**config.mk**
```make
export PLATFORM = sky130hd
export DESIGN_NAME = simon_seq_gen
export DESIGN_NICKNAME = d
export VERILOG_FILES = /design/src/rtl/simon_seq_gen.sv
export SDC_FILE = /design/constraint.sdc
export NUM_CORES = 1
export LEC_CHECK = 0
export ABC_AREA = 1
export CORE_ASPECT_RATIO = 1.75
export CORE_MARGIN = 5
export CORE_UTILIZATION = 56
export CTS_CLUSTER_DIAMETER = 50
export DETAILED_ROUTE_END_ITERATION = 8
export PLACE_DENSITY = 0.77
export REMOVE_ABC_BUFFERS = 1
export SLEW_MARGIN = 30
export SYNTH_ARGS = -nofsm -noshare
export SYNTH_HDL_FRONTEND = slang
export SYNTH_SLANG_ARGS = --single-unit
export TNS_END_PERCENT = 5
```
**constraint.sdc**
```tcl
create_clock -name clk -period 2.2 [get_ports clk]
set_input_delay 0.33 -clock clk [delete_from_list [all_inputs] [get_ports clk]]
set_output_delay 0.33 -clock clk [all_outputs]
set_load 0.03 [all_outputs]
```
**src/rtl/simon_seq_gen.sv**
```systemverilog
// Simon colour sequence generator: latches a game seed and replays the current round's
// colours from a Galois LFSR over a valid/ready stream.
module simon_seq_gen #(
   parameter int unsigned  MAX_LEN  = 32,
   parameter logic [31:0]  POLY     = 32'h80200003,
   parameter logic [31:0]  ZERO_SUB = 32'h00000001,
   localparam int unsigned LEN_W    = $clog2(MAX_LEN + 1)
) (
   input  logic             clk,
   input  logic             reset,
   input  logic [31:0]      seed,
   input  logic             load,
   input  logic             replay,
   input  logic             next_round,
   input  logic             color_ready,
   output logic [1:0]       color,
   output logic             color_valid,
   output logic             color_last,
   output logic             seq_done,
   output logic [LEN_W-1:0] round_len,
   output logic             max_reached
);

   typedef enum logic {
      StIdle,
      StEmit
   } state_e;

   state_e             state_q, state_d;
   logic [31:0]        seed_q, seed_d;
   logic [31:0]        lfsr_q, lfsr_d;
   logic [LEN_W-1:0]   idx_q, idx_d;
   logic [LEN_W-1:0]   len_q, len_d;
   logic               done_q, done_d;
   logic               max_q, max_d;
   logic [31:0]        lfsr_step;
   logic               emit_last;

   assign lfsr_step = (lfsr_q >> 1) ^ (lfsr_q[0] ? POLY : 32'h0);
   assign emit_last = (idx_q == len_q - LEN_W'(1));

   always_comb begin
      state_d = state_q;
      seed_d  = seed_q;
      lfsr_d  = lfsr_q;
      idx_d   = idx_q;
      len_d   = len_q;
      max_d   = max_q;
      done_d  = 1'b0;
      unique case (state_q)
         StIdle: begin
            if (load) begin
               // A zero seed would lock the LFSR at zero forever.
               seed_d = (seed == 32'h0) ? ZERO_SUB : seed;
               len_d  = LEN_W'(1);
               max_d  = 1'b0;
            end else if (replay) begin
               if (len_q != '0) begin
                  lfsr_d  = seed_q;
                  idx_d   = '0;
                  state_d = StEmit;
               end
            end else if (next_round) begin
               if (len_q < LEN_W'(MAX_LEN)) begin
                  len_d = len_q + LEN_W'(1);
               end else begin
                  max_d = 1'b1;
               end
            end
         end
         StEmit: begin
            if (color_ready) begin
               if (emit_last) begin
                  state_d = StIdle;
                  done_d  = 1'b1;
               end else begin
                  lfsr_d = lfsr_step;
                  idx_d  = idx_q + LEN_W'(1);
               end
            end
         end
         default: state_d = StIdle;
      endcase
   end

   always_ff @(posedge clk or negedge reset) begin
      if (!reset) begin
         state_q <= StIdle;
         seed_q  <= 32'h0;
         lfsr_q  <= 32'h0;
         idx_q   <= '0;
         len_q   <= '0;
         done_q  <= 1'b0;
         max_q   <= 1'b0;
      end else begin
         state_q <= state_d;
         seed_q  <= seed_d;
         lfsr_q  <= lfsr_d;
         idx_q   <= idx_d;
         len_q   <= len_d;
         done_q  <= done_d;
         max_q   <= max_d;
      end
   end

   assign color_valid = (state_q == StEmit);
   assign color       = color_valid ? lfsr_q[1:0] : 2'b00;
   assign color_last  = color_valid && emit_last;
   assign seq_done    = done_q;
   assign round_len   = len_q;
   assign max_reached = max_q;

endmodule

```
After elaboration in Yosys (flattened, before gate mapping)
Cells that the tools add are included.

$add $sub $neg: 3. $mul: 0. Divide/modulo/power cells: 0. Order comparisons: 1. Equality and inequality tests: 8. Shift operators: 0. Mux-type cells: 32. Bitwise logic cells: 2. Reductions and logical operators: 9.

Operators with widths (number): $mux W32 (7); $pmux W32 S2 (1); $mux W6 (9); $logic_not A32 Y1 (1); $xor A31 B32 Y32 (1); $ne A2 B2 Y1 const B (7); $add A6 B1 Y6 const B (2); $mux W1 (12); $pmux W6 S2 (1); $reduce_and A4 Y1 (2); $eq A6 B6 Y1 (1); $lt A6 B6 Y1 const B (1); $reduce_bool A6 Y1 (1); $sub A6 B1 Y6 const B (1); $reduce_and A5 Y1 (1); $reduce_bool A2 Y1 (2); $mux W2 (1); $pmux W1 S2 (1); $reduce_and A2 Y1 (1); $logic_and A1 B1 Y1 (1); $not A1 Y1 (1).

Register bits after elaboration: 79. Latch bits: 0. Bits in writable memories: 0. Memory bits (read-only): 0. Input bits: 38. Output and inout port bits: 12. Word-level logic and storage cells: 62. Memories: 0.

Logic depth before layout (Yosys ltp)
Depth in word-level cells: 5. Depth in mapped cells: 13. Mapped depth without buffers: 11.

Worst setup path before layout
OpenSTA, ideal clock, no wires.

Kind: reg-to-output. From: register len_q[0] (netlist: round_len[0]). To: output color_last. Data arrival time: 1.896 ns. Slack: -0.026 ns. Stages on the path, launching flop included: 11. Buffers on the path: 1. Path through: dfrtp_1 -> inv_2 -> ha_1 -> nand2_1 -> inv_1 -> nor2_1 -> nand3_1 -> nor2_2 -> nand3_2 -> clkbuf_1 -> inv_1.

Cells in the longest elaborated chain, start to end: 3.

RTL lines: start, declared (RTL line 33) `logic [LEN_W-1:0] len_q, len_d;`; start signal, assigned (RTL line 100) `len_q <= len_d;`; $sub A6 B1 Y6 (RTL line 40) `assign emit_last = (idx_q == len_q - LEN_W'(1));`; $eq A6 B6 Y1 (RTL line 40); $logic_and A1 B1 Y1 (RTL line 108) `assign color_last = color_valid && emit_last;`; end, declared (RTL line 18) `output logic color_last,`.

No other way between the ends.

Worst setup path in the final report
From: register len_q[1] (netlist: round_len[1]). To: output color_last.

The elaborated chain is that of the path after synthesis.

==> flow_metrics.env <==
export IMPL_outcome="finished clean"
export IMPL_yosys_area_share_simple=0.339
export IMPL_slew_violations=0
export IMPL_ys_ff_latch=79
export IMPL_dieArea_mm2=0.00908
export IMPL_setup_worst_path_end_class="output pin"
export IMPL_port_buffer_count=49
export IMPL_drive_gt1_frac=0.0867
export IMPL_synthesis_instances=555
export IMPL_fillerInstances=595
export IMPL_fp_row_count=41
export IMPL_holdWs_ps=472
export IMPL_dr_pass1_iters=5
export IMPL_power_density_mw_per_mm2=1260
export IMPL_yosysTopAreaCell="dfrtp_1"
export IMPL_wl_per_cell_um=14.6
export IMPL_peakVddDrop_v=0.000915
export IMPL_met1_usage=0.263
export IMPL_grt_usage=0.246
export IMPL_min_path_type="register to register"
export IMPL_antenna_found_initial=0
export IMPL_start_util=0.567
export IMPL_gp_congestion=0.945
export IMPL_synth_top_family_by_area="simple AND/OR/NAND/NOR gates"
export IMPL_use_met2=0.439
export IMPL_synth_compound_area_frac=0.0635
export IMPL_pre_cts_ws_ps=243
export IMPL_critical_path_class="register to output pin"
export IMPL_vias=3689
export IMPL_layout_nets=648
export IMPL_crit_arrival_ps=1790
export IMPL_timing_final_ws_setup_ps=76.3
export IMPL_rsz0062_at_grt="true"
export IMPL_finalCritPeriodShare=0.965
export IMPL_postRouteAntennaNets=0
export IMPL_area_growth_pct=23.1
export IMPL_netlist_area_mm2=0.00404
export IMPL_ys_warn_count=0
export IMPL_cts_tree="yes"
export IMPL_maxSlewHeadroom=0.603
export IMPL_cts_buffer_depth=2
export IMPL_tightest_slew_ps=596
export IMPL_grt_remaining_overflow=0
export IMPL_drt_iter0_markers=242
export IMPL_die_x_um=74.2
export IMPL_hold_violations=0
export IMPL_coreArea_mm2=0.00713
export IMPL_yosysSeqAreaShare=0.489
export IMPL_fmax_mhz=471
export IMPL_synthXorXnorAreaFrac=0.00433
export IMPL_synthMuxAreaShare=0.00248
export IMPL_yosysUniqueCellTypes=24
export IMPL_layout_cells_non_filler=697
export IMPL_ios=50
export IMPL_synthArstFlopShare=1.00
export IMPL_fp_dieH_um=122
export IMPL_layout_commonest_cell="nand2_1"
export IMPL_avgSynthCellArea_um2=7.28
export IMPL_synth_ff_type="dfrtp_1"
export IMPL_htree_levels=3
export IMPL_dp_cells=676
export IMPL_drcViolationCount=0
export IMPL_clk_pin_slew_ps=60
export IMPL_setup_violations=0
export IMPL_fin_crit_ps=2120
export IMPL_fin_skew_ps=7.60
export IMPL_synthTopCellsByArea="dfrtp_1, nand2_1, nand3_1"
export IMPL_wl_um=10200
export IMPL_r2r_slack_ps=230
export IMPL_leakage_nw=2.69
export IMPL_synth_top_cell_area_share=0.489
export IMPL_maxCapViolations=0
export IMPL_viasPerCell=5.29
export IMPL_crit_path_start_kind="register"
export IMPL_final_cell_mix="nand2_1, dfrtp_1, inv_1"
export IMPL_grt_pass1_wl_um=16900
export IMPL_busiest_layer="met2"
export IMPL_synth_edff_count=0
export IMPL_critPathMaxFanout=4
export IMPL_grt_pass1_vias=3675
export IMPL_grt_met3_usage=0.0443
export IMPL_grt_max_degree=67
export IMPL_cts_num_sinks=79
export IMPL_clk_latency_ps=340
export IMPL_dpl_hpwl_um=6850
export IMPL_diodes=0
export IMPL_synthAdderAreaFrac=0.0124
export IMPL_crit_required_ps=1870
export IMPL_root_buffer="clkbuf_16"
export IMPL_numCtsBuffers=9
export IMPL_timing_setup_tns_ps=0
synth_stat cells, types with 3 or more instances:
library cell  count
a21oi_1           9
nand3_1          48
buf_1             3
buf_2             6
nand2_1         240
clkbuf_1         11
buf_4             4
inv_2             6
nor2_2            3
nand4_1          11
inv_1            51
buf_6             3
o21ai_0          39
dfrtp_1          79
nor2_1           28
ha_1              4
cell type report:
class	instances	area [µm²]	share of cell area
Clock buffer	12	246	0.0495
Clock inverter	4	45.0	0.00905
Inverter	57	214	0.0430
Multi-Input combinational cell	392	1730	0.347
Sequential cell	79	1980	0.397
Tap cell	86	108	0.0216
Timing Repair Buffer	67	659	0.133
final timing paths:
check	start	to	depth (start not counted)
max	round_len[1]$_DFFE_PN0P_	color_last	10
min	lfsr_q[8]$_DFFE_PN0P_	lfsr_q[8]$_DFFE_PN0P_	2
max reg2reg	round_len[1]$_DFFE_PN0P_	lfsr_q[17]$_DFFE_PN0P_	13
min reg2reg	lfsr_q[8]$_DFFE_PN0P_	lfsr_q[8]$_DFFE_PN0P_	2
max in group asynchronous	reset	seed_q[30]$_DFFE_PN0P_	3
min in group asynchronous	reset	round_len[5]$_DFFE_PN0P_	2
sequential cells by signal, summed over array words and instances, names as in the netlist:
signal,count
color_valid,1
idx_q,6
max_reached,1
round_len,6
lfsr_q,32
seq_done,1
seed_q,32
timing repair:
item / CTS / global route
setup buffers: 1 / 3
hold endpoints to repair: 3 / 0
resized for setup: 0 / 7
hold buffers: 1 / 0
endpoints found under the setup margin: 1 / 1
pin swaps: 1 / 5
power by group:
part / total (mW) / switching, mW / internal, mW
Clock: 1.47 / 0.563 / 0.904
Combinational: 2.45 / 1.54 / 0.911
Sequential: 2.33 / 0.331 / 2.00
Total: 6.25 / 2.44 / 3.81
worst max-delay path, stage by stage, from the launching register on:
cell     delay, ps
dfrtp_1        390
inv_2          120
ha_4           230
nand2_2         60
inv_2           30
nor2_2         100
nand3_2         90
nor2_2         100
nand3_2        130
inv_2           80
buf_6          120
metal layers:
| layer | share of wire | routed length (µm) |
|---|---|---|
| met1 | 0.36 | 3700 |
| met2 | 0.55 | 5590 |
| met3 | 0.043 | 434 |
| met4 | 0.047 | 480 |
| met5 | 0 | 0 |
logic make-up (layout without fill, tap and decap cells):
logic type | Yosys count | in the layout
xor gates and xnor gates | 2 | 2
muxes | 1 | 1
adders and majority gates | 4 | 4
AOI/OAI and AO/OA | 50 | 50
buffers and inverters | 84 | 140
and+or+nand+nor | 335 | 335
DFF | 79 | 79
metrics by stage:
| stage | area (µm²) | util | total power, mW |
|---|---|---|---|
| after floorplan | 3890 | - | 3.83 |
| after global placement | 4620 | 0.648 | 4.62 |
| after detailed placement | 4620 | 0.648 | 4.69 |
| after CTS | 4930 | 0.691 | 6.20 |
| after global routing | 4980 | 0.698 | 6.71 |
| final | 4980 | 0.698 | 6.25 |
Note: power is estimated with default switching activity, not from simulation.
